File: config.mk
export PLATFORM = sky130hd
export DESIGN_NAME = key_debounce
export DESIGN_NICKNAME = d
export VERILOG_FILES = /design/src/rtl/key_debounce_pkg.sv /design/src/rtl/key_debounce_bit.sv /design/src/rtl/key_debounce.sv
export SDC_FILE = /design/constraint.sdc
export NUM_CORES = 1
export LEC_CHECK = 0
export ABC_AREA = 1
export BUFFER_PORTS_ARGS = -buffer_cell sky130_fd_sc_hd__buf_2
export CORE_ASPECT_RATIO = 1.75
export CORE_MARGIN = 2
export CORE_UTILIZATION = 50
export DETAILED_ROUTE_END_ITERATION = 12
export GPL_ROUTABILITY_DRIVEN = 0
export PLACE_DENSITY = 0.65
export REMOVE_ABC_BUFFERS = 1
export SYNTH_ARGS = -nofsm -noshare
export SYNTH_HDL_FRONTEND = slang
export SYNTH_SLANG_ARGS = --single-unit
File: constraint.sdc
create_clock -name Clk -period 1.9 [get_ports Clk]
set_input_delay 0 -clock Clk [delete_from_list [all_inputs] [get_ports Clk]]
set_output_delay 0 -clock Clk [all_outputs]
set_load 0.005 [all_outputs]
File: src/rtl/key_debounce_pkg.sv
// Shared debounce constants for the key/switch input conditioning stage.
// Instantiating code and benches both take their defaults from here.
package key_debounce_pkg;

  localparam int KEY_WIDTH        = 8;
  localparam int KEY_TICK_DIV     = 50000;
  localparam int KEY_STABLE_TICKS = 20;

  typedef logic [KEY_WIDTH-1:0] key_vec_t;

endpackage

File: src/rtl/key_debounce_bit.sv
// One key line: two-flop synchroniser, tick-driven stability counter and
// the debounced output bit; flip marks the cycle the output is about to change.
module debounce_bit
  import key_debounce_pkg::*;
#(
  parameter int STABLE_TICKS = KEY_STABLE_TICKS
) (
  input  logic Clk,
  input  logic Reset,
  input  logic key_raw,
  input  logic tick,
  output logic wd,
  output logic flip
);

  localparam int CW = $clog2(STABLE_TICKS) + 1;

  logic          sync1;
  logic          sync2;
  logic [CW-1:0] cnt;

  // Flip on the tick that completes STABLE_TICKS consecutive disagreeing ticks.
  assign flip = (sync2 != wd) && tick && (cnt == CW'(STABLE_TICKS - 1));

  always_ff @(posedge Clk) begin
    // NOTE: non-blocking assignments keep sync1 -> sync2 a true two-stage pipe.
    if (!Reset) begin
      sync1 <= 1'b0;
      sync2 <= 1'b0;
      cnt   <= '0;
      wd    <= 1'b0;
    end else begin
      sync1 <= key_raw;
      sync2 <= sync1;
      if (sync2 == wd) begin
        cnt <= '0;
      end else if (flip) begin
        wd  <= sync2;
        cnt <= '0;
      end else if (tick) begin
        cnt <= cnt + 1'b1;
      end
    end
  end

endmodule

File: src/rtl/key_debounce.sv
// Debounces WIDTH raw key lines onto the key peripheral's Wd input, with a
// shared sample-tick prescaler and a single Changed pulse per update.
module key_debounce
  import key_debounce_pkg::*;
#(
  parameter int WIDTH        = KEY_WIDTH,
  parameter int TICK_DIV     = KEY_TICK_DIV,
  parameter int STABLE_TICKS = KEY_STABLE_TICKS
) (
  input  logic             Clk,
  input  logic             Reset,
  input  logic [WIDTH-1:0] Key_raw,
  output logic [WIDTH-1:0] Wd,
  output logic             Changed
);

  localparam int PW = (TICK_DIV > 1) ? $clog2(TICK_DIV) : 1;

  logic [PW-1:0]    presc;
  logic             tick;
  logic [WIDTH-1:0] flip;

  // With TICK_DIV=1 the count sits at 0 and tick is permanently high.
  assign tick = (presc == PW'(TICK_DIV - 1));

  always_ff @(posedge Clk) begin
    if (!Reset) begin
      presc <= '0;
    end else if (tick) begin
      presc <= '0;
    end else begin
      presc <= presc + 1'b1;
    end
  end

  for (genvar i = 0; i < WIDTH; i++) begin : g_bit
    debounce_bit #(
      .STABLE_TICKS(STABLE_TICKS)
    ) u_bit (
      .Clk    (Clk),
      .Reset  (Reset),
      .key_raw(Key_raw[i]),
      .tick   (tick),
      .wd     (Wd[i]),
      .flip   (flip[i])
    );
  end

  // Bits flipping together share one pulse, aligned with the Wd update.
  always_ff @(posedge Clk) begin
    if (!Reset) begin
      Changed <= 1'b0;
    end else begin
      Changed <= |flip;
    end
  end

endmodule

==> results of run 1 <==
## power by group
| group | internal (mW) | switching [mW] |
|---|---|---|
| Sequential | 1.89 | 0.00972 |
| Clock | 1.06 | 0.678 |
| Combinational | 0.0376 | 0.0510 |
| Total | 2.98 | 0.739 |
## cells by family after synthesis
kind of cell | share of synthesized area, %
compound gates | 7.193
xor+xnor | 8.015
fa+ha+maj | 2.642
simple gates | 30.04
buf+inv | 10.31
flops | 41.81
## registers in the layout, summed over array words and instances (netlist names)
register           cells
Changed                1
g_bit.u_bit.sync2      8
g_bit.u_bit.sync1      8
g_bit.u_bit.cnt       48
presc                 16
g_bit.u_bit.wd         8
## worst min-delay path: cells and delay by family
| kind | cells | cell delay (ns) |
|---|---|---|
| buf+inv | 2 | 0.27 |
| simple gates | 1 | 0.08 |
## cells in the mapped netlist (all sizes together)
library cell	instances	area share, %
nand2	154	14
dfxtp	89	42
inv	73	6.4
nor2	68	6.8
a21oi	50	5.9
nand3	30	3.5
xor2	21	4.3
buf	18	3.5
xnor2	18	3.7
nand4	14	2.1
ha	9	2.6
nor3	9	1.5
and3	7	1.0
o21ai	7	0.82
nor3b	5	1.0
clkbuf	3	0.26
o21a	2	0.35
a31oi	1	0.15
clkinv	1	0.088
nand3b	1	0.18
nor4	1	0.15
## routing by layer
metal	track usage [%]	vias to the layer above	share of wire, %
met3	4.160	14	2.3
li1	-	1883	-
met5	0	-	0
met1	20.54	1651	42
met2	35.35	38	53
met4	8.663	0	2.3
## per-stage QoR
stage          worst slack [ns]  hold slack [ns]
2_1_floorplan           0.06155          0.09345
3_3_place_gp             0.1114           0.1885
3_5_place_dp            0.07294           0.1917
4_1_cts                 0.06743          0.05424
5_1_grt                0.004974          0.07557
6_report                 0.1681          0.06100
## final cells by class
class | count | area (um^2)
Inverter | 74 | 279.0
Tap cell | 115 | 143.9
Clock inverter | 2 | 37.54
Sequential cell | 89 | 1782
Fill cell | 791 | 3442
Multi-Input combinational cell | 398 | 2062
Timing Repair Buffer | 41 | 312.8
Clock buffer | 14 | 254.0
## final timing paths
| check | from | end | slack (ns) | depth (start not counted) |
|---|---|---|---|---|
| max | presc[0] | g_bit[0].u_bit.cnt[3] | 0.17 | 11 |
| min | Reset | g_bit[4].u_bit.wd | 0.06 | 3 |
| max reg2reg | presc[0] | g_bit[0].u_bit.cnt[3] | 0.17 | 11 |
| min reg2reg | g_bit[5].u_bit.sync1 | g_bit[5].u_bit.sync2 | 0.41 | 2 |
## what timing repair did
item | in CTS | in global routing
hold buffers | 8 | 0
setup endpoints to repair | 0 | 31
gates resized for setup | 0 | 4
hold endpoints to repair | 8 | 0
setup buffers | 0 | 3
==> results_dict.tcl, run 1 <==
set metrics [dict create \
    status "finished, final reports clean" \
    cts_buffers 9 \
    grt_pass1_vias 3390 \
    crit_arrival_ns 1.96 \
    critPathMaxStageDelay_ns 0.35 \
    path_clk_slew_ns 0.06 \
    start_util_pct 51.26 \
    antenna_cells 0 \
    end_kind "flip-flop" \
    fmax_ghz 0.5774 \
    total_power_mw 3.720 \
    vias 3586 \
    drt-initial-drc-count 140 \
    maxSlewHeadroom_pct 69.85 \
    tightest_slew_ns 0.4481 \
    avgSynthCellArea_um2 7.335 \
    rows 44 \
    grt_pass1_wl_mm 14.17 \
    leakage_nw 2.119 \
    drc_errors 0 \
    root_buffer "clkbuf_16" \
    final_core_util_pct 58.59 \
    core_mm2 0.008313 \
    cap_violations 0 \
    hold_path_class "input port to flip-flop" \
    synthCells 581 \
    drive_above_1_share_pct 10.19 \
    postRouteAntennaNets 0 \
    start_kind "flip-flop" \
    dp.cells 704 \
    fin_cells 733 \
    mostFrequentLayoutCell "nand2_1" \
    power.density_mw_per_mm2 763.7 \
    ys_ff_latch 89 \
    fin_crit_ns 1.732 \
    htreeDepth 3 \
    grt_max_degree 23 \
    maxSlewViolCount 0 \
    crit_required_ns 2.13 \
    nets 632 \
    synth.distinct_cells 33 \
    setup_viol 0 \
    clock_latency_ns 0.34 \
    die_area_mm2 0.009307 \
    finalSetupTns_ns 0 \
    cp_max_fo 9 \
    grt-ovfl-total 0 \
    die_w_um 73.79 \
    cts_sinks 89 \
    vias_per_cell 4.892 \
    ir_worst_vdd_mv 0.4659 \
    cts_tree "done" \
    cts_max_path_buffers 2 \
    wirelength_mm 8.532 \
    placed_area_mm2 0.004429 \
    final_cell_mix "nand2_1, dfxtp_1, inv_1" \
    path_delay_family "simple AND/OR/NAND/NOR gates" \
    dp_hpwl_mm 6.086 \
    period_share_pct 91.15 \
    crit_type "flip-flop to flip-flop" \
    finClkSkew_ns 0.005862 \
    first_pass_iters 4 \
    cp_slowest_cell "dfxtp_1" \
    hold_violations 0 \
    crit_chain "ha_1 > nand2_1 > nor2_4 > nand2_2 > nor2_8 > buf_4 > nand2_1 > nand2_1 > inv_1 > nand2_1 > nor2_1" \
    avgRoutedWirePerCell_um 11.64 \
    antenna_found_initial 0 \
    ys_warn_count 0 \
    area_growth_pct 14.30 \
    io_buffers 18 \
    critical_path_buf_inv_count 2 \
    track_usage_pct 19.43 \
    crit_top_cell "nand2_1" \
    grt_setup_unrepaired "no" \
    syn-cell-area_mm2 0.004262 \
    die_h_um 126.1 \
    design_area_mm2 0.004871 \
    ys_seq_area_share_pct 41.81 \
    io_pins 19 \
]
Power figures use the tool's default switching activity.
==> run 2, diff against run 1 <==
--- a/config.mk
+++ b/config.mk
@@ -6,13 +6,13 @@
 export NUM_CORES = 1
 export LEC_CHECK = 0
 export ABC_AREA = 1
-export BUFFER_PORTS_ARGS = -buffer_cell sky130_fd_sc_hd__buf_2
 export CORE_ASPECT_RATIO = 1.75
 export CORE_MARGIN = 2
 export CORE_UTILIZATION = 50
 export DETAILED_ROUTE_END_ITERATION = 12
+export DONT_BUFFER_PORTS = 1
 export GPL_ROUTABILITY_DRIVEN = 0
-export PLACE_DENSITY = 0.65
+export PLACE_DENSITY = 0.66
 export REMOVE_ABC_BUFFERS = 1
 export SYNTH_ARGS = -nofsm -noshare
 export SYNTH_HDL_FRONTEND = slang
==> constraint.sdc (replaced) <==
create_clock -name Clk -period 1.4 [get_ports Clk]
set_input_delay 0 -clock Clk [delete_from_list [all_inputs] [get_ports Clk]]
set_output_delay 0 -clock Clk [all_outputs]
set_load 0.005 [all_outputs]
==> results_dict.tcl, run 2 (synthesis gave the netlist of run 1 again) <==
set metrics [dict create \
    wirelength_mm 10.10 \
    leakage_nw 2.620 \
    rows 44 \
    fin_crit_ns 1.576 \
    crit_type "flip-flop to flip-flop" \
    ir_worst_vdd_mv 1.043 \
    root_buffer "clkbuf_16" \
    total_power_mw 5.122 \
    grt-ovfl-total 0 \
    largest_reg_flops 48 \
    area_growth_pct 35.88 \
    htreeDepth 3 \
    cp_max_fo 8 \
    power.density_mw_per_mm2 884.5 \
    io_buffers 0 \
    hold_ws_ns 0.04344 \
    setup_viol 72 \
    maxSlewViolCount 0 \
    clock_latency_ns 0.35 \
    first_pass_iters 4 \
    cap_violations 0 \
    cts_buffers 9 \
    mostFrequentLayoutCell "nand2_1" \
    violations "negative setup slack" \
    ff2ff_setup_slack_ns -0.18 \
    path_clk_slew_ns 0.06 \
    finClkSkew_ns 0.006803 \
    crit_arrival_ns 1.81 \
    grt_pass1_wl_mm 16.43 \
    crit_chain "ha_4 > nand2_4 > nor2_4 > nand2_4 > nor2_8 > buf_4 > nor2_4 > buf_4 > and3_1" \
    track_usage_pct 22.69 \
    die_h_um 126.1 \
    grt_pass1_vias 3841 \
    vias_per_cell 4.905 \
    io_pins 19 \
    end_kind "flip-flop" \
    dp.cells 765 \
    fmax_ghz 0.6346 \
    crit_required_ns 1.64 \
    largest-register "g_bit.u_bit.cnt" \
    die_w_um 73.79 \
    grt_setup_unrepaired "yes" \
    avgRoutedWirePerCell_um 12.66 \
    fin_cells 798 \
    final_cell_mix "nand2_1, dfxtp_1, buf_4" \
    reg2reg_depth 9 \
    critPathMaxStageDelay_ns 0.35 \
    postRouteAntennaNets 0 \
    drive_above_1_share_pct 27.38 \
    grt_max_degree 19 \
    cts_tree "done" \
    start_kind "flip-flop" \
    antenna_cells 0 \
    min-delay-start "Reset" \
    drt-initial-drc-count 244 \
    r2r_start "presc[0]" \
    reg2reg_to "presc[12]" \
    antenna_found_initial 0 \
    hold_violations 0 \
    drc_errors 0 \
    period_share_pct 112.5 \
    worst_slack_ns -0.1757 \
    cts_max_path_buffers 2 \
    cp_slowest_cell "dfxtp_2" \
    finalSetupTns_ns -8.493 \
    cts_sinks 89 \
    reg_top3 "g_bit.u_bit.cnt (48), presc (16)" \
    cp-endpoint "presc[12]" \
    crit_start "presc[0]" \
    die_area_mm2 0.009307 \
    dp_hpwl_mm 6.817 \
    tightest_slew_ns 0.6048 \
    start_util_pct 51.26 \
    status "complete, but fails checks" \
    nets 697 \
    vias 3914 \
    core_mm2 0.008313 \
    hold_path_class "input port to flip-flop" \
    maxSlewHeadroom_pct 59.55 \
]
[run 2: changes by cell type in the layout (fill, tap and decap cells not counted), sizes merged]
cell         change
clkinvlp         -1
nor2             -1
clkinv           +2
dlygate4sd3      +1
buf             +64
[run 2: area by class of cell]
| cell class | count | area (um^2) |
|---|---|---|
| Multi-Input combinational cell | 397 | 2323 |
| Clock inverter | 3 | 40.04 |
| Tap cell | 115 | 143.9 |
| Timing Repair Buffer | 107 | 962.2 |
| Clock buffer | 13 | 250.2 |
| Fill cell | 650 | 2522 |
| Inverter | 74 | 285.3 |
| Sequential cell | 89 | 1785 |
[run 2: through the flow]
| step | setup WS (ns) | cell area (um^2) | util, % |
|---|---|---|---|
| 6_report | -0.1757 | 5791 | 69.66 |
| 5_1_grt | -0.2924 | 5791 | 69.66 |
| 3_5_place_dp | -0.3329 | 4982 | 59.93 |
| 3_3_place_gp | -0.2661 | 4982 | 59.93 |
| 2_1_floorplan | -0.4385 | 4100 | - |
| 4_1_cts | -0.1809 | 5615 | 67.55 |
[run 2: repair_timing]
item                                    in CTS  in global routing
endpoints found under the setup margin      73                 73
pin swaps                                   18                 17
setup buffers                                2                  3
hold buffers                                 9                  0
gates resized for setup                     52                 38
gates cloned                                 2                  2
hold endpoints to repair                    16                  0
[run 2: worst min-delay path by stage]
stage                            to  depth (start not counted)
3_3_place_gp   g_bit[4].u_bit.sync1                          2
3_5_place_dp   g_bit[7].u_bit.sync2                          2
5_1_grt           g_bit[2].u_bit.wd                          3
6_report                    Changed                          3
2_1_floorplan  g_bit[0].u_bit.sync1                          2
4_1_cts                     Changed                          3
[run 2: worst max-delay path, delay by kind of cell (launching register included)]
family / cells / cell delay (ns)
flip-flops: 1 / 0.35
adder cells (fa/ha/maj): 1 / 0.15
buffers and inverters: 2 / 0.32
AND/OR/NAND/NOR: 6 / 0.64
[run 2: report_power, final]
| group | total (mW) | switching, mW | internal, mW |
|---|---|---|---|
| clock | 2.40 | 0.970 | 1.43 |
| combinational | 0.142 | 0.0783 | 0.0641 |
| sequential | 2.58 | 0.0199 | 2.56 |
| total | 5.12 | 1.07 | 4.05 |
[run 2: metal layers]
metal / wire (um) / share of wire [%] / vias to the layer above / global-route usage (%)
li1: - / - / 2015 / -
met1: 3891 / 39 / 1822 / 22.88
met2: 5674 / 56 / 57 / 42.70
met3: 249 / 2.5 / 20 / 3.040
met4: 284 / 2.8 / 0 / 11.98
met5: 0 / 0 / - / 0
